### config.mk
export PLATFORM = sky130hd
export DESIGN_NAME = hazard_ctrl
export DESIGN_NICKNAME = d
export VERILOG_FILES = /design/src/rtl/hazard_ctrl.sv
export SDC_FILE = /design/constraint.sdc
export NUM_CORES = 1
export LEC_CHECK = 0
export BUFFER_PORTS_ARGS = -buffer_cell sky130_fd_sc_hd__buf_4
export CAP_MARGIN = 20
export CORE_MARGIN = 2
export CORE_UTILIZATION = 47
export DETAILED_ROUTE_END_ITERATION = 6
export GPL_TIMING_DRIVEN = 0
export PLACE_DENSITY = 0.83
export SYNTH_ARGS = -nofsm -noshare
export SYNTH_HDL_FRONTEND = slang
export SYNTH_SLANG_ARGS = --single-unit
### constraint.sdc
create_clock -name clk -period 2.79 [get_ports clk]
set_clock_uncertainty 0.05 [all_clocks]
set_input_delay 0.558 -clock clk [delete_from_list [all_inputs] [get_ports clk]]
set_output_delay 0.558 -clock clk [all_outputs]
set_load 0.005 [all_outputs]
### src/rtl/hazard_ctrl.sv
// Pipeline sequencing controller: stall/bubble/flush controls for F/D/E/M,
// multi-cycle MDU sequencing in E, and registered E-stage forward selects.
module hazard_ctrl #(
    parameter int MDU_LAT = 4,
    parameter int CNT_W   = 4
) (
    input  logic       clk,
    input  logic       rst,
    input  logic [4:0] D_rs1,
    input  logic [4:0] D_rs2,
    input  logic       D_use_rs1,
    input  logic       D_use_rs2,
    input  logic [4:0] E_rd,
    input  logic       E_reg_write,
    input  logic       E_is_load,
    input  logic       E_is_mdu,
    input  logic [4:0] M_rd,
    input  logic       M_reg_write,
    input  logic       jb,
    output logic       stall_pc,
    output logic       stall_D,
    output logic       flush_D,
    output logic       bubble_E,
    output logic       hold_E,
    output logic       bubble_M,
    output logic [1:0] E_rs1_fwd,
    output logic [1:0] E_rs2_fwd,
    output logic       mdu_done,
    output logic       busy
);

    // state  | meaning
    // IDLE   | normal flow; resolves jb, MDU start and load-use
    // MDU    | MDU op occupies E; cnt counts remaining stall cycles
    typedef enum logic {
        S_IDLE = 1'b0,
        S_MDU  = 1'b1
    } state_t;

    localparam logic [CNT_W-1:0] CNT_INIT = CNT_W'(MDU_LAT - 2);
    localparam logic [CNT_W-1:0] CNT_ONE  = {{(CNT_W-1){1'b0}}, 1'b1};
    localparam logic [CNT_W-1:0] CNT_ZERO = '0;

    localparam logic [1:0] FWD_RF = 2'd0;
    localparam logic [1:0] FWD_M  = 2'd1;
    localparam logic [1:0] FWD_W  = 2'd2;

    state_t           state;
    state_t           state_nx;
    logic [CNT_W-1:0] cnt;
    logic [CNT_W-1:0] cnt_nx;
    logic [1:0]       rs1_fwd_nx;
    logic [1:0]       rs2_fwd_nx;
    logic             load_use;

    assign load_use = E_is_load && E_reg_write && (E_rd != 5'd0) &&
                      ((D_use_rs1 && (D_rs1 == E_rd)) ||
                       (D_use_rs2 && (D_rs2 == E_rd)));

    // A load in E cannot forward; its dependent is handled by the bubble and
    // later picks the value up from W.
    function automatic logic [1:0] fwd_sel(input logic [4:0] rs, input logic use_rs);
        logic [1:0] sel;
        sel = FWD_RF;
        if (use_rs) begin
            if (E_reg_write && (E_rd != 5'd0) && (E_rd == rs) && !E_is_load)
                sel = FWD_M;
            else if (M_reg_write && (M_rd != 5'd0) && (M_rd == rs))
                sel = FWD_W;
        end
        return sel;
    endfunction

    always_ff @(posedge clk) begin
        if (rst) begin
            state     <= S_IDLE;
            cnt       <= CNT_ZERO;
            E_rs1_fwd <= FWD_RF;
            E_rs2_fwd <= FWD_RF;
        end else begin
            state     <= state_nx;
            cnt       <= cnt_nx;
            E_rs1_fwd <= rs1_fwd_nx;
            E_rs2_fwd <= rs2_fwd_nx;
        end
    end

    always_comb begin
        state_nx = state;
        cnt_nx   = cnt;
        case (state)
            S_IDLE: begin
                if (!jb && E_is_mdu) begin
                    state_nx = S_MDU;
                    cnt_nx   = CNT_INIT;
                end
            end
            S_MDU: begin
                if (cnt != CNT_ZERO)
                    cnt_nx = cnt - CNT_ONE;
                else
                    state_nx = S_IDLE;
            end
            default: begin
                state_nx = S_IDLE;
                cnt_nx   = CNT_ZERO;
            end
        endcase
    end

    always_comb begin
        stall_pc = 1'b0;
        stall_D  = 1'b0;
        flush_D  = 1'b0;
        bubble_E = 1'b0;
        hold_E   = 1'b0;
        bubble_M = 1'b0;
        mdu_done = 1'b0;
        busy     = 1'b0;
        case (state)
            S_IDLE: begin
                if (jb) begin
                    flush_D  = 1'b1;
                    bubble_E = 1'b1;
                end else if (E_is_mdu) begin
                    stall_pc = 1'b1;
                    stall_D  = 1'b1;
                    hold_E   = 1'b1;
                    bubble_M = 1'b1;
                end else if (load_use) begin
                    stall_pc = 1'b1;
                    stall_D  = 1'b1;
                    bubble_E = 1'b1;
                end
            end
            S_MDU: begin
                busy = 1'b1;
                if (cnt != CNT_ZERO) begin
                    stall_pc = 1'b1;
                    stall_D  = 1'b1;
                    hold_E   = 1'b1;
                    bubble_M = 1'b1;
                end else begin
                    mdu_done = 1'b1;
                end
            end
            default: begin
                busy = 1'b0;
            end
        endcase
    end

    always_comb begin
        rs1_fwd_nx = fwd_sel(D_rs1, D_use_rs1);
        rs2_fwd_nx = fwd_sel(D_rs2, D_use_rs2);
        if (hold_E) begin
            rs1_fwd_nx = E_rs1_fwd;
            rs2_fwd_nx = E_rs2_fwd;
        end else if (bubble_E) begin
            rs1_fwd_nx = FWD_RF;
            rs2_fwd_nx = FWD_RF;
        end
    end

endmodule

==> results of run 1 <==
## power breakdown
part           leakage [µW]  total, µW  switching [µW]  internal (µW)
registers         0.0000731        140            6.71            133
logic              0.000401        146            69.1           77.1
clock network     0.0000150        102            47.0           55.2
## cell families (layout without fill, tap and decap cells)
group | count (synthesis) | in the layout | synth area share, %
AND/OR/NAND/NOR | 36 | 36 | 30.6
XOR/XNOR | 21 | 21 | 24.3
AO/OA/AOI/OAI | 15 | 15 | 14.7
flip-flops | 9 | 9 | 23.8
buffers and inverters | 8 | 51 | 4.96
adder cells (fa/ha/maj) | 1 | 1 | 1.65
## worst max-delay path: stages
cell	delay (ps)
buf_4	130
xnor2_1	160
nand2_1	130
nor4b_4	330
nor2_1	100
o41ai_2	370
buf_4	160
buf_4	90
## per-stage QoR
step | instances | util, %
CTS | 149 | 72.8
detailed placement | 145 | 71.0
global route | 149 | 74.4
finish | 149 | 74.4
global placement | 145 | 71.0
floorplan | 90 | -
## final cells by class
type,count,area (µm²)
sequential,9,180
fill,121,385
timing repair buffer,39,293
buffer,3,18.8
multi-input combinational,73,564
clock buffer,4,26.3
inverter,5,18.8
tap,16,20.0
## placed cells by master (no fill, tap or decap), types with 2 or more instances in the layout
| cell type | count |
|---|---|
| xnor2_1 | 11 |
| dfxtp_1 | 9 |
| nor4b_4 | 2 |
| nand3_1 | 2 |
| nor2_1 | 5 |
| nand2b_1 | 2 |
| o21ai_1 | 2 |
| clkbuf_4 | 3 |
| xor2_1 | 10 |
| nand2_1 | 7 |
| inv_1 | 4 |
| buf_4 | 41 |
| nand4_1 | 2 |
| or4_1 | 2 |
| nor4_1 | 2 |
| a32o_1 | 2 |
| a21oi_1 | 6 |
| nor3_1 | 4 |
## worst min-delay path by stage
stage	to	slack, ps	cells past startpoint
after floorplan	E_rs1_fwd[0]	400	2
after global placement	E_rs2_fwd[0]	390	2
after detailed placement	E_rs1_fwd[0]	400	2
after CTS	E_rs1_fwd[0]	410	2
after global routing	E_rs2_fwd[1]	450	1
final	E_rs1_fwd[0]	410	2
## flip-flops by register name (all words and copies together) (netlist names)
signal     flops
cnt            4
E_rs1_fwd      2
state          1
E_rs2_fwd      2
## what timing repair did
item                                    CTS  global route
endpoints found under the setup margin    0             2
hold buffers                              0             0
resized for setup                         0             3
## routing by layer
metal / global-route usage (%) / vias to the layer above
li1: - / 410
met1: 29.8 / 393
met2: 48.2 / 39
met3: 6.12 / 0
met4: 3.64 / 0
met5: 0 / -
==> impl_metrics.py, run 1 <==
metrics = {
    "outcome": {
        "status": "complete, no violations",
    },
    "clocking": {
        "cts_tree": "yes",
        "clk_path_buf_depth": 2,
        "cts.htree.levels": 1,
        "cts-root-buf": "clkbuf_4",
        "clock_latency_ps": 260,
        "post-cts-setup-buffer-count": 0,
        "clock-sinks": 9,
        "cts_made_buffers": 3,
        "clkTransAtPathRegs_ps": 60,
    },
    "die": {
        "start_util_pct": 50.2,
        "die_area_um2": 1950,
        "die_w_um": 44.1,
        "core_um2": 1510,
        "die_h_um": 44.1,
        "rows": 14,
        "io_pins": 41,
    },
    "layout": {
        "drive_above_1_share_pct": 40.6,
        "final_area_um2": 1120,
        "nNetsFinal": 164,
        "syn_to_final_growth_pct": 48.1,
        "antenna_cells": 0,
    },
    "drt": {
        "dr_wl_met3_um": 140,
        "ant_nets": 0,
        "wl_mm": 2.27,
        "drt-vias-per-instance": 5.65,
        "vias": 842,
        "drc": 0,
        "drt-met1-wl_um": 878,
        "dr.pass1.iters": 4,
        "top_layer_used": "met3",
        "initialDrtViolationCount": 23,
        "routed-wl-met2_mm": 1.26,
        "avgRoutedWirePerCell_um": 15.3,
    },
    "sta": {
        "finalSetupViolations": 0,
        "tns_ps": 0,
        "fmax_mhz": 378,
        "max_slew_margin_pct": 75.1,
        "rsz0062_at_grt": "no",
        "period_minus_slack_ps": 2650,
        "whs_ps": 409,
        "drv_slew": 0,
        "worst_slack_ps": 142,
        "fin_crit_sh_pct": 94.9,
        "worst_slew_pin_slew_ps": 372,
        "hold_viol_final": 0,
    },
    "hold_path": {
        "hold_class": "flop to flop",
        "min-delay-start": "E_rs1_fwd[0]",
    },
    "synth": {
        "synthDistinctLibCells": 33,
        "ys_warn_count": 0,
        "synth_area_leader_cell": "dfxtp_1",
        "synthTopCellsByArea": "dfxtp_1, xnor2_1, xor2_1",
        "syn_inst": 90,
        "synth.most_common_cell": "xnor2_1",
        "ys_ff_latch": 9,
        "synth_top_flop_cell": "dfxtp_1",
        "syn-num-nets": 120,
        "synth_top_cell_area_share_pct": 23.8,
        "yosys-top-cells-count": "xnor2_1, xor2_1, dfxtp_1, nand2_1, a21oi_1",
        "avgSynthCellArea_um2": 8.41,
        "synth_edf_count": 0,
        "syn_area_um2": 757,
        "async_reset_ff_share_pct": 0,
        "seq_area_frac_synth_pct": 23.8,
    },
    "worst_setup_path": {
        "arrival_ps": 2040,
        "r2r_end": "E_rs1_fwd[1]",
        "end_kind": "output port",
        "cp-startpoint": "E_rd[1]",
        "path_class": "primary input to output port",
        "required_ps": 2180,
        "reg2reg_from": "cnt[0]",
        "endpoint": "stall_pc",
        "reg2reg_depth": 7,
        "r2r_slack_ps": 910,
        "crit_path_start_kind": "primary input",
        "crit_path_max_fanout": 3,
    },
    "flow_run": {
        "drv_cap": 0,
    },
    "placement": {
        "port-buffer-count": 39,
        "placed_cell_area_um2": 1070,
        "finalWeightedCongestion": 0.838,
        "place_ws_ps": 16.3,
        "hpwl_mm": 1.84,
    },
    "grt": {
        "first_global_vias": 831,
        "gr-total-overflow": 0,
        "grt_use_total_pct": 25.7,
        "grt_max_degree": 11,
        "antenna_found_initial": 0,
        "grt_first_pass_wirelength_mm": 3.64,
    },
    "power": {
        "finalPower_uw": 388,
        "powerDensity_nw_per_um2": 346,
        "ir_worst_vdd_uv": 320,
        "p_leak_uw": 0.000489,
    },
}
(Power assumes the default switching activity.)
==> run 2, diff against run 1 <==
Settings changed: CAP_MARGIN 20 to 10, CORE_MARGIN 2 to 3, CORE_UTILIZATION 47 to 40, PLACE_DENSITY 0.83 to 0.72.
==> impl_metrics.py, run 2 (synthesis gave the netlist of run 1 again) <==
metrics = {
    "worst_setup_path": {
        "arrival_ps": 2030,
        "path_class": "primary input to output port",
        "cp_slowest_cell": "o41ai_2",
        "crit_path_max_fanout": 3,
        "crit_chain": "buf_4, xnor2_1, nand2_1, nor4b_2, nor2_1, o41ai_2, buf_4, buf_4",
        "cpMostUsedCell": "buf_4",
        "required_ps": 2180,
        "end_kind": "output port",
        "max_stage_delay_ps": 370,
        "crit_path_start_kind": "primary input",
    },
    "power": {
        "p_leak_uw": 0.000482,
        "powerDensity_nw_per_um2": 343,
        "ir_worst_vdd_uv": 217,
        "finalPower_uw": 386,
    },
    "layout": {
        "drive_above_1_share_pct": 40.6,
        "largest_register_ffs": 4,
        "top_register": "cnt",
        "utilization_pct": 63.7,
        "nFillCells": 176,
        "mostFrequentLayoutCell": "buf_4",
        "layout_common_cells": "buf_4, xnor2_1, xor2_1",
        "stdcell_count": 158,
        "syn_to_final_growth_pct": 48.4,
        "top_regs": "cnt: 4 flops, E_rs1_fwd: 2 flops, E_rs2_fwd: 2 flops",
        "antenna_cells": 0,
        "nNetsFinal": 164,
    },
    "outcome": {
        "status": "complete, no violations",
    },
    "die": {
        "io_pins": 41,
        "die_h_um": 49.5,
        "die_area_um2": 2450,
        "start_util_pct": 42.9,
        "die_w_um": 49.5,
        "core_um2": 1760,
        "rows": 15,
    },
    "sta": {
        "finalSetupViolations": 0,
        "drv_slew": 0,
        "worst_slew_pin_slew_ps": 357,
        "tns_ps": 0,
        "fmax_mhz": 379,
        "max_slew_margin_pct": 76.2,
        "rsz0062_at_grt": "no",
        "hold_viol_final": 0,
        "period_minus_slack_ps": 2640,
        "whs_ps": 412,
        "fin_crit_sh_pct": 94.5,
    },
    "drt": {
        "drc": 0,
        "drt-vias-per-instance": 5.11,
        "initialDrtViolationCount": 5,
        "vias": 808,
        "wl_mm": 2.08,
        "ant_nets": 0,
        "avgRoutedWirePerCell_um": 13.2,
        "dr.pass1.iters": 4,
    },
    "grt": {
        "grt_use_total_pct": 18.7,
        "antenna_found_initial": 0,
        "first_global_vias": 822,
        "grt_max_degree": 11,
        "gr-total-overflow": 0,
        "grt_first_pass_wirelength_mm": 3.65,
    },
    "placement": {
        "dp.cells": 154,
        "hpwl_mm": 1.78,
        "port-buffer-count": 39,
        "finalWeightedCongestion": 0.769,
    },
    "clocking": {
        "clkTransAtPathRegs_ps": 60,
        "clk_path_buf_depth": 2,
        "cts-root-buf": "clkbuf_4",
        "cts.htree.levels": 1,
        "clock-sinks": 9,
        "cts_tree": "yes",
        "clock_latency_ps": 270,
        "hold_buffers": 0,
        "cts_made_buffers": 3,
    },
    "hold_path": {
        "hold_class": "flop to flop",
    },
    "flow_run": {
        "drv_cap": 0,
    },
}
## run 2: changes by cell type in the layout (fill, tap and decap cells not counted)
cell     delta
nor4b_2     +1
nor4b_4     -1
## run 2: final timing paths
kind	startpoint	endpoint	slack [ps]	cells past startpoint
setup / recovery	E_rd[0]	stall_pc	150	8
hold / removal	E_rs1_fwd[0]	E_rs1_fwd[0]	410	2
setup reg to reg	cnt[0]	E_rs1_fwd[1]	930	7
hold reg to reg	E_rs1_fwd[0]	E_rs1_fwd[0]	410	2
## run 2: cell type report
| class | count | area (µm²) | area share, % |
|---|---|---|---|
| Buffer | 3 | 18.8 | 1.67 |
| Clock buffer | 4 | 26.3 | 2.34 |
| Inverter | 5 | 18.8 | 1.67 |
| Multi-Input combinational cell | 73 | 556 | 49.4 |
| Sequential cell | 9 | 180 | 16.0 |
| Tap cell | 25 | 31.3 | 2.78 |
| Timing Repair Buffer | 39 | 293 | 26.1 |
## run 2: power by group
group          leakage [µW]  switching [µW]  total, µW  internal [µW]
registers         0.0000731            6.01        139            133
logic              0.000394            64.9        142           76.6
clock network     0.0000150            49.8        105           55.4
## run 2: per-stage QoR
stage	setup WS, ps	instance area [µm²]
final	154	1120
after global routing	39.3	1120
after CTS	35.1	1110
after detailed placement	50.7	1080
after global placement	69.1	1080
after floorplan	362	757
## run 2: timing repair
item,4_1_cts,5_1_grt
resized for setup,0,2
endpoints found under the setup margin,0,2
setup buffers,0,0
hold endpoints to repair,0,0
## run 2: per-layer routing
metal	global-route usage, %	part of all wire [%]	up-vias
met1	21.7	41	372
met5	0	0	-
met4	3.23	0	0
met3	5.74	6.7	0
met2	33.9	52	29
li1	-	-	407
## run 2: worst max-delay path, delay by kind of cell
family                    cells  cell delay (ps)
AOI/OAI and AO/OA             1              370
and+or+nand+nor               3              550
xor gates and xnor gates      1              160
buffers and inverters         3              380
